$ cat config.mk
export PLATFORM = sky130hd
export DESIGN_NAME = diff_freq_serial_in
export DESIGN_NICKNAME = d
export VERILOG_FILES = /design/src/rtl/diff_freq_serial_in.sv
export SDC_FILE = /design/constraint.sdc
export NUM_CORES = 1
export LEC_CHECK = 0
export ABC_AREA = 1
export BUFFER_PORTS_ARGS = -buffer_cell sky130_fd_sc_hd__buf_4
export CORE_ASPECT_RATIO = 0.7
export CORE_MARGIN = 8
export CORE_UTILIZATION = 45
export DETAILED_ROUTE_END_ITERATION = 7
export PLACE_DENSITY = 0.67
export SLEW_MARGIN = 20
export SYNTH_ARGS = -nofsm -noshare
export SYNTH_HDL_FRONTEND = slang
export SYNTH_SLANG_ARGS = --single-unit
$ cat constraint.sdc
create_clock -name clk -period 2.15 [get_ports clk]
set_input_delay 0.215 -clock clk [delete_from_list [all_inputs] [get_ports clk]]
set_output_delay 0.215 -clock clk [all_outputs]
set_load 0.01 [all_outputs]
$ cat src/rtl/diff_freq_serial_in.sv
// Serial word receiver with per-bit period selection (fast/slow), forwarding the captured word byte by byte to a UART transmitter.
// Optional build macro DIFF_FREQ_MAJORITY_VOTE_EN: 2-of-3 majority sampling around the bit centre.
module diff_freq_serial_in #(
    parameter int DATA_BIT    = 32,
    parameter int TICK_10K_HZ = 63,
    parameter int TICK_20K_HZ = 31
) (
    input  logic                clk,
    input  logic                rst_n,
    input  logic                i_start,
    input  logic                i_stop,
    input  logic [DATA_BIT-1:0] i_freq_pattern,
    input  logic                i_serial_in,
    input  logic                i_tx_done_tick,
    output logic [7:0]          o_tx_data,
    output logic                o_tx_start,
    output logic [DATA_BIT-1:0] o_data,
    output logic                o_data_valid,
    output logic                o_busy,
    output logic                o_done_tick
);

    localparam int TICK_MAX = (TICK_10K_HZ > TICK_20K_HZ) ? TICK_10K_HZ : TICK_20K_HZ;
    localparam int CNT_W    = (TICK_MAX > 0) ? $clog2(TICK_MAX + 1) : 1;
    localparam int IDX_W    = $clog2(DATA_BIT);
    localparam int BYTES    = DATA_BIT / 8;
    localparam int BIDX_W   = (BYTES > 1) ? $clog2(BYTES) : 1;

    localparam logic [2:0] S_IDLE   = 3'd0;
    localparam logic [2:0] S_SAMPLE = 3'd1;
    localparam logic [2:0] S_SEND   = 3'd2;
    localparam logic [2:0] S_WAIT   = 3'd3;
    localparam logic [2:0] S_DONE   = 3'd4;

    logic [2:0]          r_state;
    logic [CNT_W-1:0]    r_tick;
    logic [IDX_W-1:0]    r_bit_idx;
    logic [BIDX_W-1:0]   r_byte_idx;
    logic [DATA_BIT-1:0] r_pattern;
    logic [DATA_BIT-1:0] r_data;
    logic [DATA_BIT-1:0] r_out_data;
    logic [7:0]          r_tx_data;
    logic                r_tx_start;
    logic                r_data_valid;
    logic                r_done_tick;

    logic [CNT_W-1:0]    w_period;
    logic [CNT_W-1:0]    w_mid;
    logic                w_sample_en;
    logic                w_sample_bit;
    logic [DATA_BIT-1:0] w_data_next;

    assign w_period = r_pattern[r_bit_idx] ? CNT_W'(TICK_20K_HZ) : CNT_W'(TICK_10K_HZ);
    assign w_mid    = w_period >> 1;

`ifdef DIFF_FREQ_MAJORITY_VOTE_EN
    // Samples at mid-1 and mid are held here; the vote resolves at mid+1.
    logic [1:0] r_vote;

    always_ff @(posedge clk) begin
        if (!rst_n) begin
            r_vote <= 2'b00;
        end else if (r_state == S_SAMPLE) begin
            if (r_tick == w_mid - CNT_W'(1)) r_vote[0] <= i_serial_in;
            if (r_tick == w_mid)             r_vote[1] <= i_serial_in;
        end
    end

    assign w_sample_en  = (r_tick == w_mid + CNT_W'(1));
    assign w_sample_bit = (r_vote[0] & r_vote[1]) | (r_vote[0] & i_serial_in) |
                          (r_vote[1] & i_serial_in);
`else
    assign w_sample_en  = (r_tick == w_mid);
    assign w_sample_bit = i_serial_in;
`endif

    always_comb begin
        w_data_next = r_data;
        if (w_sample_en) w_data_next[r_bit_idx] = w_sample_bit;
    end

    always_ff @(posedge clk) begin
        if (!rst_n) begin
            r_state      <= S_IDLE;
            r_tick       <= '0;
            r_bit_idx    <= '0;
            r_byte_idx   <= '0;
            r_pattern    <= '0;
            r_data       <= '0;
            r_out_data   <= '0;
            r_tx_data    <= '0;
            r_tx_start   <= 1'b0;
            r_data_valid <= 1'b0;
            r_done_tick  <= 1'b0;
        end else begin
            r_tx_start   <= 1'b0;
            r_data_valid <= 1'b0;
            r_done_tick  <= 1'b0;
            case (r_state)
                S_IDLE: begin
                    if (i_start && !i_stop) begin
                        r_pattern <= i_freq_pattern;
                        r_bit_idx <= '0;
                        r_tick    <= '0;
                        r_state   <= S_SAMPLE;
                    end
                end
                S_SAMPLE: begin
                    if (i_stop) begin
                        r_state <= S_IDLE;
                    end else begin
                        r_data <= w_data_next;
                        if (r_tick == w_period) begin
                            r_tick <= '0;
                            if (r_bit_idx == IDX_W'(DATA_BIT - 1)) begin
                                // Load from the next-data view so a sample on the final tick is not lost.
                                r_out_data   <= w_data_next;
                                r_data_valid <= 1'b1;
                                r_byte_idx   <= '0;
                                r_bit_idx    <= '0;
                                r_state      <= S_SEND;
                            end else begin
                                r_bit_idx <= r_bit_idx + IDX_W'(1);
                            end
                        end else begin
                            r_tick <= r_tick + CNT_W'(1);
                        end
                    end
                end
                S_SEND: begin
                    if (i_stop) begin
                        r_state <= S_IDLE;
                    end else begin
                        r_tx_data  <= r_out_data[{r_byte_idx, 3'b000} +: 8];
                        r_tx_start <= 1'b1;
                        r_state    <= S_WAIT;
                    end
                end
                S_WAIT: begin
                    if (i_stop) begin
                        r_state <= S_IDLE;
                    end else if (i_tx_done_tick) begin
                        if (r_byte_idx < BIDX_W'(BYTES - 1)) begin
                            r_byte_idx <= r_byte_idx + BIDX_W'(1);
                            r_state    <= S_SEND;
                        end else begin
                            r_state <= S_DONE;
                        end
                    end
                end
                S_DONE: begin
                    if (!i_stop) r_done_tick <= 1'b1;
                    r_state <= S_IDLE;
                end
                default: r_state <= S_IDLE;
            endcase
        end
    end

    assign o_tx_data    = r_tx_data;
    assign o_tx_start   = r_tx_start;
    assign o_data       = r_out_data;
    assign o_data_valid = r_data_valid;
    assign o_done_tick  = r_done_tick;
    assign o_busy       = (r_state != S_IDLE);

endmodule

==> results summary, run 1 <==
The run finished with clean final reports. The TritonCTS sink count came out at 123. The worst min-delay path class is in2reg.

Summed over all nets, the half-perimeter wirelength after detailed placement is 12,400 um. The number of buffers created by CTS came out at 17. The post-layout net count is 1,041. The number of storage elements in the synthesis netlist came out at 123. At the worst endpoint, the required time is 2520 ps.

The gate count of the mapped netlist came out at 904. Summed over all layers, the global routing overflow is 0. For this design the top-level I/O count stands at 82.

In this run the worst path has a maximum fanout of 8. Data on the critical path arrives at its endpoint at 2460 ps. The number of global-route vias before repair is 5,822. The via count of the routed design is 6,408.

The transition time at the pin with the least slew margin is 546 ps. The highest ir drop seen on vdd came out at 471 uV. The share of the synthesized netlist area taken by xor and xnor gates is 0.532%. The combined flip-flop and latch cell area came out at 2470 um2.

The start of the worst register-to-register path is r_bit_idx[0]. Global routing consumed, over all layers together, 19.3% of the routing resources. The final weighted congestion of routability-driven global placement came out at 0.815. The overall die area is 18,800 um2. The core region area is 14,500 um2. The number of placement rows is 37. The largest single stage delay on the critical path is 370 ps. The worst reg2reg path depth is 17.

The number of fillers in the final layout is 1,323. Counting instances, the worst hold path has a depth of 3. The number of DRC markers in iteration 0 came out at 435.

The sequential area share after synthesis came out at 37.4%. The clock-pin transition on the worst setup and hold timing paths is 60 ps. After detailed routing, the number of vias per cell comes to 5.33. On the critical path the largest part of the delay comes from simple AND/OR/NAND/NOR gates. The number of antenna diodes in the final layout is 0. The worst setup path is captured at a register. The clock skew is 10.2 ps. The routed wire length came out at 18,700 um. In the synthesized netlist, mux cells make up 0% of the area. Traced cell by cell, the critical path runs through buf_8 > nor2_4 > nor2_2 > nand2_1 > nand2_1 > nand2_1 > nand2_2 > nor2_4 > nand2_2 > nand2_2 > nand3_4 > nor2_4 > buf_12 > clkbuf_16 > clkbuf_16 > o211ai_2 > inv_2. In this run the critical register-to-register path is captured at o_data[19]. The complex-gate fraction of the synthesized area is 21.0%.

The hold buffer count at CTS came out at 0. The part of the cycle the worst path needs came out at 97.2%. TritonCTS built the clock tree. The share of synthesized registers carrying an async set or reset came out at 0%. The worst min-delay path startpoint is i_freq_pattern[22]. The first-pass GRT wire length came out at 29,600 um. The initial antenna violation count came out at 0. The vertical extent of the die came out at 117 um. The worst max-slew margin expressed relative to the limit came out at 63.2%. The number of max-slew violations in the final report is 0. The first-pass iteration count of the detailed router came out at 4.

On the final layout, the worst hold slack is 29.6 ps. The overall power consumption is 6.13 mW. The residual DRC count came out at 0. In this run the register-to-register setup slack is 60 ps. During synthesis, Yosys emitted a total of 0 warnings.

In this run, synthesis inferred 0 flip-flops with an integrated enable. Summing the areas of all fa, ha and maj instances in the mapped netlist gives 1.33% of the synthesized area. The maximum clock frequency came out at 478 MHz. The fraction of final layout cells with drive strength greater than 1 is 28.1%. The count of distinct cell types in the synthesized netlist came out at 37. The worst setup path is of the reg2reg kind.

The critical path launch point type is a register. The path with the worst hold slack has its endpoint at r_pattern[22]. The count of nets left with antenna violations once routing finished came out at 0. The combined area of the multi-input logic cells came out at 3490 um2. The chip width is 161 um. CTS placed an instance of sky130_fd_sc_hd__clkbuf_16 at the clock tree root. A synthesized cell averages 7.29 um2. After layout, the worst setup slack is 60.1 ps. The worst slack at placement is -26.6 ps. The area growth from synthesis to layout came out at 28.9%.

Setup repair after global routing could not meet its margin everywhere. The time the worst path needs with I/O delays and setup came out at 2090 ps. Entering global routing, the biggest net connects 62 pins.

The most common cell after layout, fill and taps aside is sky130_fd_sc_hd__nand2_1. The leakage power total is 3.63 nW. The longest clock path from root to sink contains 2 buffers. Max-cap violations in this run came to 0. The combined buffer and inverter count along the critical path came out at 5. Setup violations remaining at the end of the flow were counted as 0. The final setup TNS came out at 0 ps. For this configuration, the core starts out at a cell density of 45.5%. The number of levels the H-tree was split into came out at 4. The final hold violation count is 0. The synthesized netlist occupies a cell area of 6590 um2.

The post-placement cell count came out at 1,161. The simple-gate area share of the yosys netlist is 28.1%. After detailed routing, the average wire length per cell comes to 15.5 um. The count of buffers added on input and output ports is 81. The cell with the biggest individual delay on the critical path is sky130_fd_sc_hd__dfxtp_4. The power density over the cells is 721 nW/um2. By area, the combinational part of the netlist is dominated by simple AND/OR/NAND/NOR gates. At the later pin of the worst-skew pair, clock insertion delay measures 420 ps. Among all flip-flop cells after synthesis, the most frequent one is sky130_fd_sc_hd__dfxtp_1. The net count after synthesis came out at 949. Excluding fillers, the count of instances in the completed layout stands at 1,203. The top cell types in the final layout, fill and taps aside, are 161 x sky130_fd_sc_hd__nand2_1, 120 x sky130_fd_sc_hd__dfxtp_1, 116 x sky130_fd_sc_hd__buf_4, 92 x sky130_fd_sc_hd__o21ai_0, 89 x sky130_fd_sc_hd__inv_1.
## area by class of cell
class / instances / share of cell area (%)
multi-input combinational: 600 / 41.0
sequential: 123 / 29.1
clock inverter: 14 / 2.02
clock buffer: 17 / 5.01
inverter: 119 / 5.32
tap: 195 / 2.87
timing repair buffer: 135 / 14.7
## layer usage
metal	share of wire (%)	GRT usage [%]	vias to the layer above
met5	0	0	-
met4	2.0	7.13	0
met3	5.9	4.12	32
met2	44	29.1	187
met1	49	26.9	2957
li1	-	-	3232
## flip-flops by register name, indices dropped and copies added (netlist names)
register      cells
o_data_valid      1
r_byte_idx        2
r_tick            6
r_data           32
r_bit_idx         5
o_tx_start        1
o_done_tick       1
o_tx_data         8
r_state           3
r_pattern        32
o_data           32
## cells in the mapped netlist (all sizes together) (7+ instances only)
cell,count,area [um2]
ha,7,87.6
o21ai,94,470
a31oi,7,43.8
o211ai,65,633
nand3,90,578
nor3,13,106
nand2,169,649
buf,34,216
nand4,36,225
dfxtp,123,2460
a21oi,41,205
nor2,66,263
clkbuf,28,105
inv,118,443
## kinds of logic after synthesis
kind of cell,count (synthesis)
buffers and inverters,181
DFF,123
and+or+nand+nor,378
xor gates and xnor gates,4
adders and majority gates,7
AOI/OAI and AO/OA,211
## report_power, final
| part | internal (mW) | total, mW | switching (mW) | leakage [nW] |
|---|---|---|---|---|
| logic | 0.287 | 0.763 | 0.476 | 2.34 |
| clock network | 1.82 | 2.93 | 1.11 | 0.285 |
| registers | 2.38 | 2.44 | 0.0556 | 1.00 |
## worst max path at each step
stage,startpoint,endpoint,slack (ps),cells past startpoint
floorplan,r_bit_idx[0],r_byte_idx[0],90,10
global placement,r_bit_idx[0],r_byte_idx[1],50,10
detailed placement,r_bit_idx[0],r_byte_idx[1],-30,10
CTS,r_bit_idx[0],r_bit_idx[1],30,14
global route,r_bit_idx[0],o_data[29],-70,17
finish,r_bit_idx[0],o_data[19],60,17
## per-stage QoR
stage	utilization, %	instance area, um2
final	58.6	8500
after global routing	58.6	8500
after CTS	56.5	8190
after detailed placement	52.4	7590
after global placement	52.4	7590
after floorplan	-	6590
## what timing repair did
item                                    in CTS  in global routing
setup buffers                                0                  5
endpoints found under the setup margin       2                 71
resized for setup                            1                 35
cloned                                       0                  6
pin swaps                                    0                  6
## worst reg2reg max path, stage by stage (launching register included)
cell                        delay [ps]
sky130_fd_sc_hd__dfxtp_4           370
sky130_fd_sc_hd__buf_8             140
sky130_fd_sc_hd__nor2_4             70
sky130_fd_sc_hd__nor2_2             30
sky130_fd_sc_hd__nand2_1            60
sky130_fd_sc_hd__nand2_1            60
sky130_fd_sc_hd__nand2_1            80
sky130_fd_sc_hd__nand2_2            80
sky130_fd_sc_hd__nor2_4            150
sky130_fd_sc_hd__nand2_2           100
sky130_fd_sc_hd__nand2_2            90
sky130_fd_sc_hd__nand3_4            80
sky130_fd_sc_hd__nor2_4            140
sky130_fd_sc_hd__buf_12            150
sky130_fd_sc_hd__clkbuf_16         160
sky130_fd_sc_hd__clkbuf_16         140
sky130_fd_sc_hd__o211ai_2           80
sky130_fd_sc_hd__inv_2              50
No activity file was read; power rests on OpenSTA's default activity.
==> run 2, diff against run 1 <==
--- a/config.mk
+++ b/config.mk
@@ -5,13 +5,12 @@
 export SDC_FILE = /design/constraint.sdc
 export NUM_CORES = 1
 export LEC_CHECK = 0
-export ABC_AREA = 1
 export BUFFER_PORTS_ARGS = -buffer_cell sky130_fd_sc_hd__buf_4
 export CORE_ASPECT_RATIO = 0.7
 export CORE_MARGIN = 8
 export CORE_UTILIZATION = 45
 export DETAILED_ROUTE_END_ITERATION = 7
-export PLACE_DENSITY = 0.67
+export PLACE_DENSITY = 0.68
 export SLEW_MARGIN = 20
 export SYNTH_ARGS = -nofsm -noshare
 export SYNTH_HDL_FRONTEND = slang
==> run 2 against run 1 <==
The flow now finishes with violations (setup timing). Utilization is 4.3 points higher. Global-route usage is 0.16 points higher. Sequential power is 4% lower. Register-to-register slack worse by 340 ps. Highest routed layer unchanged. Synthesized cell count is 35% lower. Largest power group unchanged.
==> results summary, run 2 <==
Status: complete, but fails checks (was completed). The checks that failed: setup timing. The first-pass iteration count of the detailed router came out at 5 (was 4). The required time at the endpoint of the critical path is 2440 ps (was 2520 ps). The critical path class was reg2reg (unchanged). The maximum clock frequency was 411 MHz (was 478 MHz).

The sequential area share after synthesis is 44.4% (was 37.4%). The flip-flop cell with the highest count after synthesis is sky130_fd_sc_hd__dfxtp_1 (unchanged). The share of total power in combinational logic is 6.3% (was 12.5%). The setup slack of the critical path after layout came to -284 ps (was 60.1 ps). The combined flip-flop and latch cell area came to 2480 um2 (was 2470 um2). The portion of synthesized cell area occupied by the leading cell type is 44.4% (was 37.4%). The largest area contributor in the synthesized netlist was sky130_fd_sc_hd__dfxtp_1 (unchanged). Cells taking the most area after synthesis: sky130_fd_sc_hd__dfxtp_1 44%, sky130_fd_sc_hd__mux2i_1 20%, sky130_fd_sc_hd__nor2_1 5.7%, sky130_fd_sc_hd__nand2_1 4.5%, sky130_fd_sc_hd__nand3_1 3.9% (was sky130_fd_sc_hd__dfxtp_1 37%, sky130_fd_sc_hd__nand2_1 9.3%, sky130_fd_sc_hd__o21ai_0 7.0%, sky130_fd_sc_hd__o211ai_2 5.5%, sky130_fd_sc_hd__inv_1 5.1%). The transition time at the pin with the least slew margin came out at 641 ps (was 546 ps).

The wire length per cell came to 18.4 um (was 15.5 um). The number of nets with antenna violations after routing is 0 (unchanged). The via count of the routed design was 4,854 (was 6,408). The share of the synthesized netlist area taken by xor and xnor gates was 0.924% (was 0.532%). The instance area after placement came out at 6570 um2 (was 7590 um2). The design internal power is 4.33 mW (was 4.49 mW). The net count after synthesis is 633 (was 949). The mean area per synthesized cell is 9.44 um2 (was 7.29 um2). The number of levels the H-tree was split into was 4 (unchanged). The vertical extent of the die came out at 109 um (was 117 um). The area share of fa/ha/maj cells after synthesis came out at 1.58% (was 1.33%). The clock skew is 10.7 ps (was 10.2 ps). The logic depth of the worst setup path including buffers came out at 9 (was 17). Leading cell types by count after synthesis: 123 x sky130_fd_sc_hd__dfxtp_1, 113 x sky130_fd_sc_hd__mux2i_1, 85 x sky130_fd_sc_hd__nor2_1 (was 163 x sky130_fd_sc_hd__nand2_1, 123 x sky130_fd_sc_hd__dfxtp_1, 92 x sky130_fd_sc_hd__o21ai_0). The combined buffer and inverter count along the critical path was 2 (was 5). The most common cell after layout, fill and taps aside is sky130_fd_sc_hd__buf_4 (was sky130_fd_sc_hd__nand2_1).

The final hold violation count is 0 (unchanged). The critical path launch point type is a register (unchanged). The starting density of the core came out at 45.5% (about the same). The post-layout net count is 748 (was 1,041).

The count of distinct cell types in the synthesized netlist was 52 (was 37). The highest ir drop seen on vdd came out at 567 uV (was 471 uV). The number of buffers created by CTS is 17 (unchanged).

The share of synthesized registers carrying an async set or reset is 0% (unchanged). The worst min-delay path class is in2reg (unchanged). The overall die area came out at 16,200 um2 (was 18,800 um2). The largest family of logic cells by synthesized area is multiplexers (was simple AND/OR/NAND/NOR gates). The data arrival time of the critical path came out at 2720 ps (was 2460 ps). The TritonCTS sink count came to 123 (unchanged). The worst reg2reg path depth is 9 (was 17). The maximum number of pins on one net before global-route repair is 46 (was 62).

The first-pass GRT wire length came to 24,900 um (was 29,600 um). The final setup TNS is -16,090 ps (was 0 ps). The half-perimeter wire length of the detailed placement result is 10,400 um (was 12,400 um). The number of global-route vias before repair is 4,768 (was 5,822). The TritonCTS clock tree is built (unchanged).

The part of the total power dissipated in sequential elements is 41.2% (was 39.8%). The core region area came out at 12,200 um2 (was 14,500 um2). The multiplexer fraction of the synthesized cell area is 24.3% (was 0%). The part of the cycle the worst path needs was 113% (was 97.2%). The library cell used as clock root buffer was sky130_fd_sc_hd__clkbuf_16 (unchanged). The clock share of power came to 52.5% (was 47.8%). The simple-gate area share of the yosys netlist is 19.7% (was 28.1%). The cell with the biggest individual delay on the critical path is sky130_fd_sc_hd__or3_4 (was sky130_fd_sc_hd__dfxtp_4). The residual overflow from global routing came out at 0 (unchanged). The final weighted congestion of routability-driven global placement came to 0.884 (was 0.815). The number of storage elements in the synthesis netlist is 123 (unchanged). The category of cells accounting for the largest share of critical-path delay was multiplexers (was simple AND/OR/NAND/NOR gates).

The gate count of the mapped netlist came out at 588 (was 904). The fraction of final layout cells with drive strength greater than 1 came out at 32.1% (was 28.1%). The number of DRC markers in iteration 0 came out at 361 (was 435). The number of max-slew violations in the final report came out at 0 (unchanged). The number of vias per cell after detailed routing came out at 5.53 (was 5.33). The endpoint type of the worst setup path is a register (unchanged).

The power density over the cells is 741 nW/um2 (was 721 nW/um2). The minimum hold slack is 28.8 ps (was 29.6 ps). The area growth from synthesis to layout came out at 38.3% (was 28.9%). The finished layout cell area came to 7680 um2 (was 8500 um2).

The largest incremental delay on the critical path is 420 ps (was 370 ps). The hold path depth came out at 3 (unchanged). The number of placement rows came out at 34 (was 37). The combined area of the multi-input logic cells came out at 3170 um2 (was 3490 um2). The number of warnings issued by yosys is 0 (unchanged). The biggest fanout along the worst timing path came out at 6 (was 8). The maximum buffer depth of the clock tree is 2 (unchanged). The switching component of the power came out at 1.36 mW (was 1.64 mW). The leakage power total is 3.09 nW (was 3.63 nW). The antenna cell count came to 0 (unchanged). The number of fillers in the final layout was 926 (was 1,323).

Most used cells in the layout excluding fill and tap cells: 126 x sky130_fd_sc_hd__buf_4, 119 x sky130_fd_sc_hd__dfxtp_1, 102 x sky130_fd_sc_hd__mux2i_1, 84 x sky130_fd_sc_hd__nor2_1, 66 x sky130_fd_sc_hd__nand2_1 (was 161 x sky130_fd_sc_hd__nand2_1, 120 x sky130_fd_sc_hd__dfxtp_1, 116 x sky130_fd_sc_hd__buf_4, 92 x sky130_fd_sc_hd__o21ai_0, 89 x sky130_fd_sc_hd__inv_1). The number of max-capacitance violations reported came out at 0 (unchanged). The routed wire length came to 16,100 um (was 18,700 um). The time the worst path needs with I/O delays and setup was 2430 ps (was 2090 ps). The initial antenna violation count is 0 (unchanged). The total of buffers placed on input and output ports is 81 (unchanged). Worst-path cell chain: or3_4 > o22ai_4 > nor4_4 > o211ai_4 > mux2i_4 > buf_4 > buf_8 > mux2i_1 > nor2_1 (was buf_8 > nor2_4 > nor2_2 > nand2_1 > nand2_1 > nand2_1 > nand2_2 > nor2_4 > nand2_2 > nand2_2 > nand3_4 > nor2_4 > buf_12 > clkbuf_16 > clkbuf_16 > o211ai_2 > inv_2). The later-pin clock latency in the skew report is 420 ps (about the same). The chip width came out at 149 um (was 161 um). The number of synthesized flops with an enable pin is 0 (unchanged). The total track usage is 19.5% (was 19.3%). The worst max-slew margin expressed relative to the limit is 57.2% (was 63.2%). The switching power share of the total came out at 23.8% (was 26.8%). The residual DRC count is 0 (unchanged). The count of boundary I/O pins is 82 (unchanged). The most used standard cell by instance count after synthesis is sky130_fd_sc_hd__dfxtp_1 (was sky130_fd_sc_hd__nand2_1). The complex-gate fraction of the synthesized area came out at 4.91% (was 21.0%).

The clock-pin transition on the worst setup and hold timing paths is 60 ps (about the same). The setup violation total in the final timing report came out at 76 (was 0). The hold buffer count at CTS is 0 (unchanged). RSZ-0062 raised after global routing: yes (unchanged).

The area of the mapped netlist came out at 5550 um2 (was 6590 um2).
[run 2: cell count changes in the layout (fill, tap and decap cells not counted), sizes merged, moves of 29 or more]
cell and change:
a21oi -29, nand2 -102, inv -109, o21ai -85, nand3 -47, o211ai -63, nand4 -34, mux2i +115
[run 2: per-layer routing]
layer | vias to the layer above | share of wire [%] | track usage (%)
li1 | 2291 | - | -
met2 | 156 | 47 | 30.6
met1 | 2377 | 46 | 25.3
met5 | - | 0 | 0
met4 | 0 | 1.6 | 7.90
met3 | 30 | 5.5 | 5.18
[run 2: repair_timing]
action,4_1_cts,5_1_grt
pin swaps,8,7
gates resized for setup,37,36
endpoints found under the setup margin,76,77
cloned,2,2
buffers inserted,10,2
[run 2: cell type report]
type,count,share of cell area (%)
clock buffer,18,5.59
clock inverter,14,2.41
inverter,5,0.244
multi-input combinational,414,41.3
sequential,123,32.3
tap,162,2.64
timing repair buffer,142,15.6
[run 2: final timing paths]
check / start / to / slack (ps)
setup / recovery: r_bit_idx[0] / o_data[25] / -280
hold / removal: i_freq_pattern[2] / r_pattern[2] / 30
setup reg to reg: r_bit_idx[0] / o_data[25] / -280
hold reg to reg: r_data[16] / r_data[16] / 460
[run 2: worst min-delay path: stages]
cell and delay, ps:
sky130_fd_sc_hd__buf_4 70, sky130_fd_sc_hd__mux2i_1 50, sky130_fd_sc_hd__nor2_1 70
[run 2: power groups by stage]
stage / logic (mW) / clock network (mW) / registers (mW)
2_1_floorplan: 0.190 / 0 / 2.38
4_1_cts: 0.335 / 3.01 / 2.34
3_5_place_dp: 0.316 / 0 / 2.39
6_report: 0.357 / 2.99 / 2.35
5_1_grt: 0.383 / 3.12 / 2.35
3_3_place_gp: 0.308 / 0 / 2.39
[run 2: kinds of logic after synthesis]
group / after synthesis
simple gates: 239
mux: 124
flops: 123
buf+inv: 51
compound gates: 39
fa+ha+maj: 7
xor+xnor: 5
[run 2: per-stage QoR]
stage,worst slack [ps],power [mW],cells,util [%]
after floorplan,-56.4,2.57,588,-
after global placement,-209,2.70,832,53.8
after detailed placement,-270,2.71,832,53.8
after CTS,-193,5.68,876,61.2
after global routing,-359,5.85,878,62.9
final,-284,5.69,878,62.9
==> run 3, diff against run 2 <==
--- a/config.mk
+++ b/config.mk
@@ -10,7 +10,7 @@
 export CORE_MARGIN = 8
 export CORE_UTILIZATION = 45
 export DETAILED_ROUTE_END_ITERATION = 7
-export PLACE_DENSITY = 0.68
+export PLACE_DENSITY = 0.65
 export SLEW_MARGIN = 20
 export SYNTH_ARGS = -nofsm -noshare
 export SYNTH_HDL_FRONTEND = slang
==> constraint.sdc (replaced) <==
create_clock -name clk -period 2.85 [get_ports clk]
set_input_delay 0.285 -clock clk [delete_from_list [all_inputs] [get_ports clk]]
set_output_delay 0.285 -clock clk [all_outputs]
set_load 0.01 [all_outputs]
==> run 3 against run 2 <==
Critical endpoint is now r_bit_idx[0]. Clock-buffer cell count unchanged. Via count shrank 7.0%. The flow now finishes without violations. Total power decreased by 24%. First-iteration DRC count fell by 12%. Die area stayed put. Sequential power fell by 25%. Setup slack improved by 460 ps. Fmax is 9.0% lower. Critical path depth decreased by 2.
==> results summary, run 3 (synthesis results as in run 2) <==
The first-pass iteration count of the detailed router is 6 (was 5). The maximum buffer depth of the clock tree is 2 (unchanged). The total track usage is 17.8% (was 19.5%). The library cell used as clock root buffer was sky130_fd_sc_hd__clkbuf_16 (unchanged). The instance area after placement is 6320 um2 (was 6570 um2). The fraction of final layout cells with drive strength greater than 1 is 22.8% (was 32.1%). The initial antenna violation count came out at 0 (unchanged). Worst-path cell chain: or3_1 > o22ai_1 > nor4b_2 > o211ai_4 > mux2i_2 > a21oi_1 > mux2_2 (was or3_4 > o22ai_4 > nor4_4 > o211ai_4 > mux2i_4 > buf_4 > buf_8 > mux2i_1 > nor2_1). The overall die area came out at 16,200 um2 (unchanged). The data arrival time of the critical path came out at 2970 ps (was 2720 ps). The part of the cycle the worst path needs came out at 93.9% (was 113%). The leakage power total was 2.79 nW (was 3.09 nW). The vertical extent of the die was 109 um (unchanged).

The hold path depth came out at 3 (unchanged). The end point of the worst hold path is r_pattern[2] (unchanged). The number of levels the H-tree was split into came out at 4 (unchanged).

The count of boundary I/O pins is 82 (unchanged). The number of max-slew violations in the final report was 0 (unchanged). The later-pin clock latency in the skew report is 420 ps (about the same). The critical path class is reg2reg (unchanged). The time the worst path needs with I/O delays and setup is 2680 ps (was 2430 ps).

The number of global-route vias before repair is 4,299 (was 4,768). Most used cells in the layout excluding fill and tap cells: 121 x sky130_fd_sc_hd__dfxtp_1, 113 x sky130_fd_sc_hd__mux2i_1, 94 x sky130_fd_sc_hd__buf_4, 84 x sky130_fd_sc_hd__nor2_1, 66 x sky130_fd_sc_hd__nand2_1 (was 126 x sky130_fd_sc_hd__buf_4, 119 x sky130_fd_sc_hd__dfxtp_1, 102 x sky130_fd_sc_hd__mux2i_1, 84 x sky130_fd_sc_hd__nor2_1, 66 x sky130_fd_sc_hd__nand2_1). The worst min-delay path class is in2reg (unchanged).

The power density over the cells came out at 623 nW/um2 (was 741 nW/um2). The cell with the biggest individual delay on the critical path is sky130_fd_sc_hd__mux2i_2 (was sky130_fd_sc_hd__or3_4). The area growth from synthesis to layout came to 25.7% (was 38.3%). The worst reg2reg path depth is 7 (was 9). The maximum number of pins on one net before global-route repair was 42 (was 46). The core region area is 12,200 um2 (unchanged). The final setup TNS is 0 ps (was -16,090 ps). The number of nets with antenna violations after routing is 0 (unchanged). The endpoint type of the worst setup path is a register (unchanged). The first-pass GRT wire length came out at 23,000 um (was 24,900 um).

The antenna cell count is 0 (unchanged). The post-layout net count is 703 (was 748). The buffer count from post-CTS setup fixing is 0 (was 10).

The most common cell after layout, fill and taps aside is sky130_fd_sc_hd__dfxtp_1 (was sky130_fd_sc_hd__buf_4). The half-perimeter wire length of the detailed placement result came out at 10000 um (was 10,400 um). The finished layout cell area is 6980 um2 (was 7680 um2). The routed wire length is 14,300 um (was 16,100 um). The start of the worst register-to-register path is r_bit_idx[4] (was r_bit_idx[0]). The biggest fanout along the worst timing path came to 11 (was 6). The number of DRC markers in iteration 0 was 317 (was 361).

The critical path launch point type is a register (unchanged). The maximum clock frequency came out at 374 MHz (was 411 MHz). The number of placement rows is 34 (unchanged). The worst max-slew margin expressed relative to the limit is 52.2% (was 57.2%). The required time at the endpoint of the critical path is 3140 ps (was 2440 ps). The slack of the worst reg-to-reg path was 170 ps (was -280 ps). RSZ-0062 raised after global routing: no (was yes).

The chip width is 149 um (unchanged). The total of buffers placed on input and output ports came to 81 (unchanged). The highest ir drop seen on vdd came out at 452 uV (was 567 uV). The setup violation total in the final timing report came to 0 (was 76). Status: completed (was complete, but fails checks). The TritonCTS clock tree is built (unchanged). The number of buffers created by CTS is 17 (unchanged). The endpoint of the worst register-to-register path is r_bit_idx[0] (was o_data[25]). The worst min-delay path startpoint is i_freq_pattern[2] (unchanged). The clock skew is 12.4 ps (was 10.7 ps). The starting density of the core came out at 45.5% (unchanged). The largest incremental delay on the critical path came out at 520 ps (was 420 ps). The hold buffer count at CTS is 0 (unchanged). The via count of the routed design is 4,514 (was 4,854). The startpoint of the most critical setup path is r_bit_idx[4] (was r_bit_idx[0]). The transition time at the pin with the least slew margin came out at 710 ps (was 641 ps). The final weighted congestion of routability-driven global placement was 0.801 (was 0.884).

The wire length per cell is 17.1 um (was 18.4 um). The TritonCTS sink count is 123 (unchanged). The clock-pin transition on the worst setup and hold timing paths was 60 ps (about the same). The final hold violation count came out at 0 (unchanged). The residual DRC count came out at 0 (unchanged). The number of max-capacitance violations reported was 0 (unchanged).

The residual overflow from global routing is 0 (unchanged). The number of vias per cell after detailed routing came out at 5.42 (was 5.53).
## run 3: changes by cell type in the layout (fill, tap and decap cells not counted), moves of 4 or more
cell / previous run / this run
sky130_fd_sc_hd__nand3_1: 39 / 43
sky130_fd_sc_hd__mux2i_1: 102 / 113
sky130_fd_sc_hd__nand3_2: 4 / 0
sky130_fd_sc_hd__buf_4: 126 / 94
sky130_fd_sc_hd__dfxtp_4: 4 / 0
sky130_fd_sc_hd__mux2i_4: 9 / 1
sky130_fd_sc_hd__buf_6: 8 / 0
## run 3: stage by stage
step / setup slack (ps) / instances / power, mW / utilization, % / hold slack (ps)
6_report: 175 / 833 / 4.35 / 57.1 / 102
5_1_grt: 51.7 / 833 / 4.50 / 57.1 / 109
4_1_cts: 59.0 / 833 / 4.39 / 57.1 / 97.1
3_5_place_dp: 63.3 / 801 / 2.03 / 51.8 / 453
3_3_place_gp: 200 / 801 / 2.03 / 51.8 / 444
2_1_floorplan: 574 / 588 / 1.94 / - / 432
## run 3: area by class of cell
class | count | area [um2]
Sequential cell | 123 | 2460
Inverter | 5 | 18.8
Clock buffer | 18 | 439
Timing Repair Buffer | 97 | 766
Tap cell | 162 | 203
Clock inverter | 14 | 211
Fill cell | 1067 | 5230
Multi-Input combinational cell | 414 | 2870
## run 3: worst max-delay path by stage
stage / end / slack, ps / cells past startpoint
2_1_floorplan: o_data[14] / 570 / 9
3_3_place_gp: r_byte_idx[1] / 200 / 7
3_5_place_dp: r_state[1] / 60 / 7
4_1_cts: r_state[1] / 60 / 7
5_1_grt: r_state[1] / 50 / 7
6_report: r_bit_idx[0] / 170 / 7
## run 3: timing repair
item                                    CTS  global route
endpoints found under the setup margin    0            33
resized for setup                         0             2
endpoints found under the hold margin     0             0
## run 3: layer usage
metal	global-route usage [%]	wire length [um]	vias up
met5	0	0	-
met4	3.45	72	0
met3	4.98	753	9
met2	25.7	6210	130
met1	25.9	7250	2178
li1	-	-	2197
## run 3: power breakdown
group | internal [mW] | total [mW] | switching (mW)
logic | 0.0997 | 0.224 | 0.124
registers | 1.75 | 1.77 | 0.0183
clock network | 1.51 | 2.36 | 0.846
total | 3.36 | 4.35 | 0.989
## run 3: critical path: cells and delay by family, from the launching register on
family / cells / cell delay [ps]
AO/OA/AOI/OAI: 3 / 770
multiplexers: 2 / 840
AND/OR/NAND/NOR: 2 / 520
flip-flops: 1 / 410
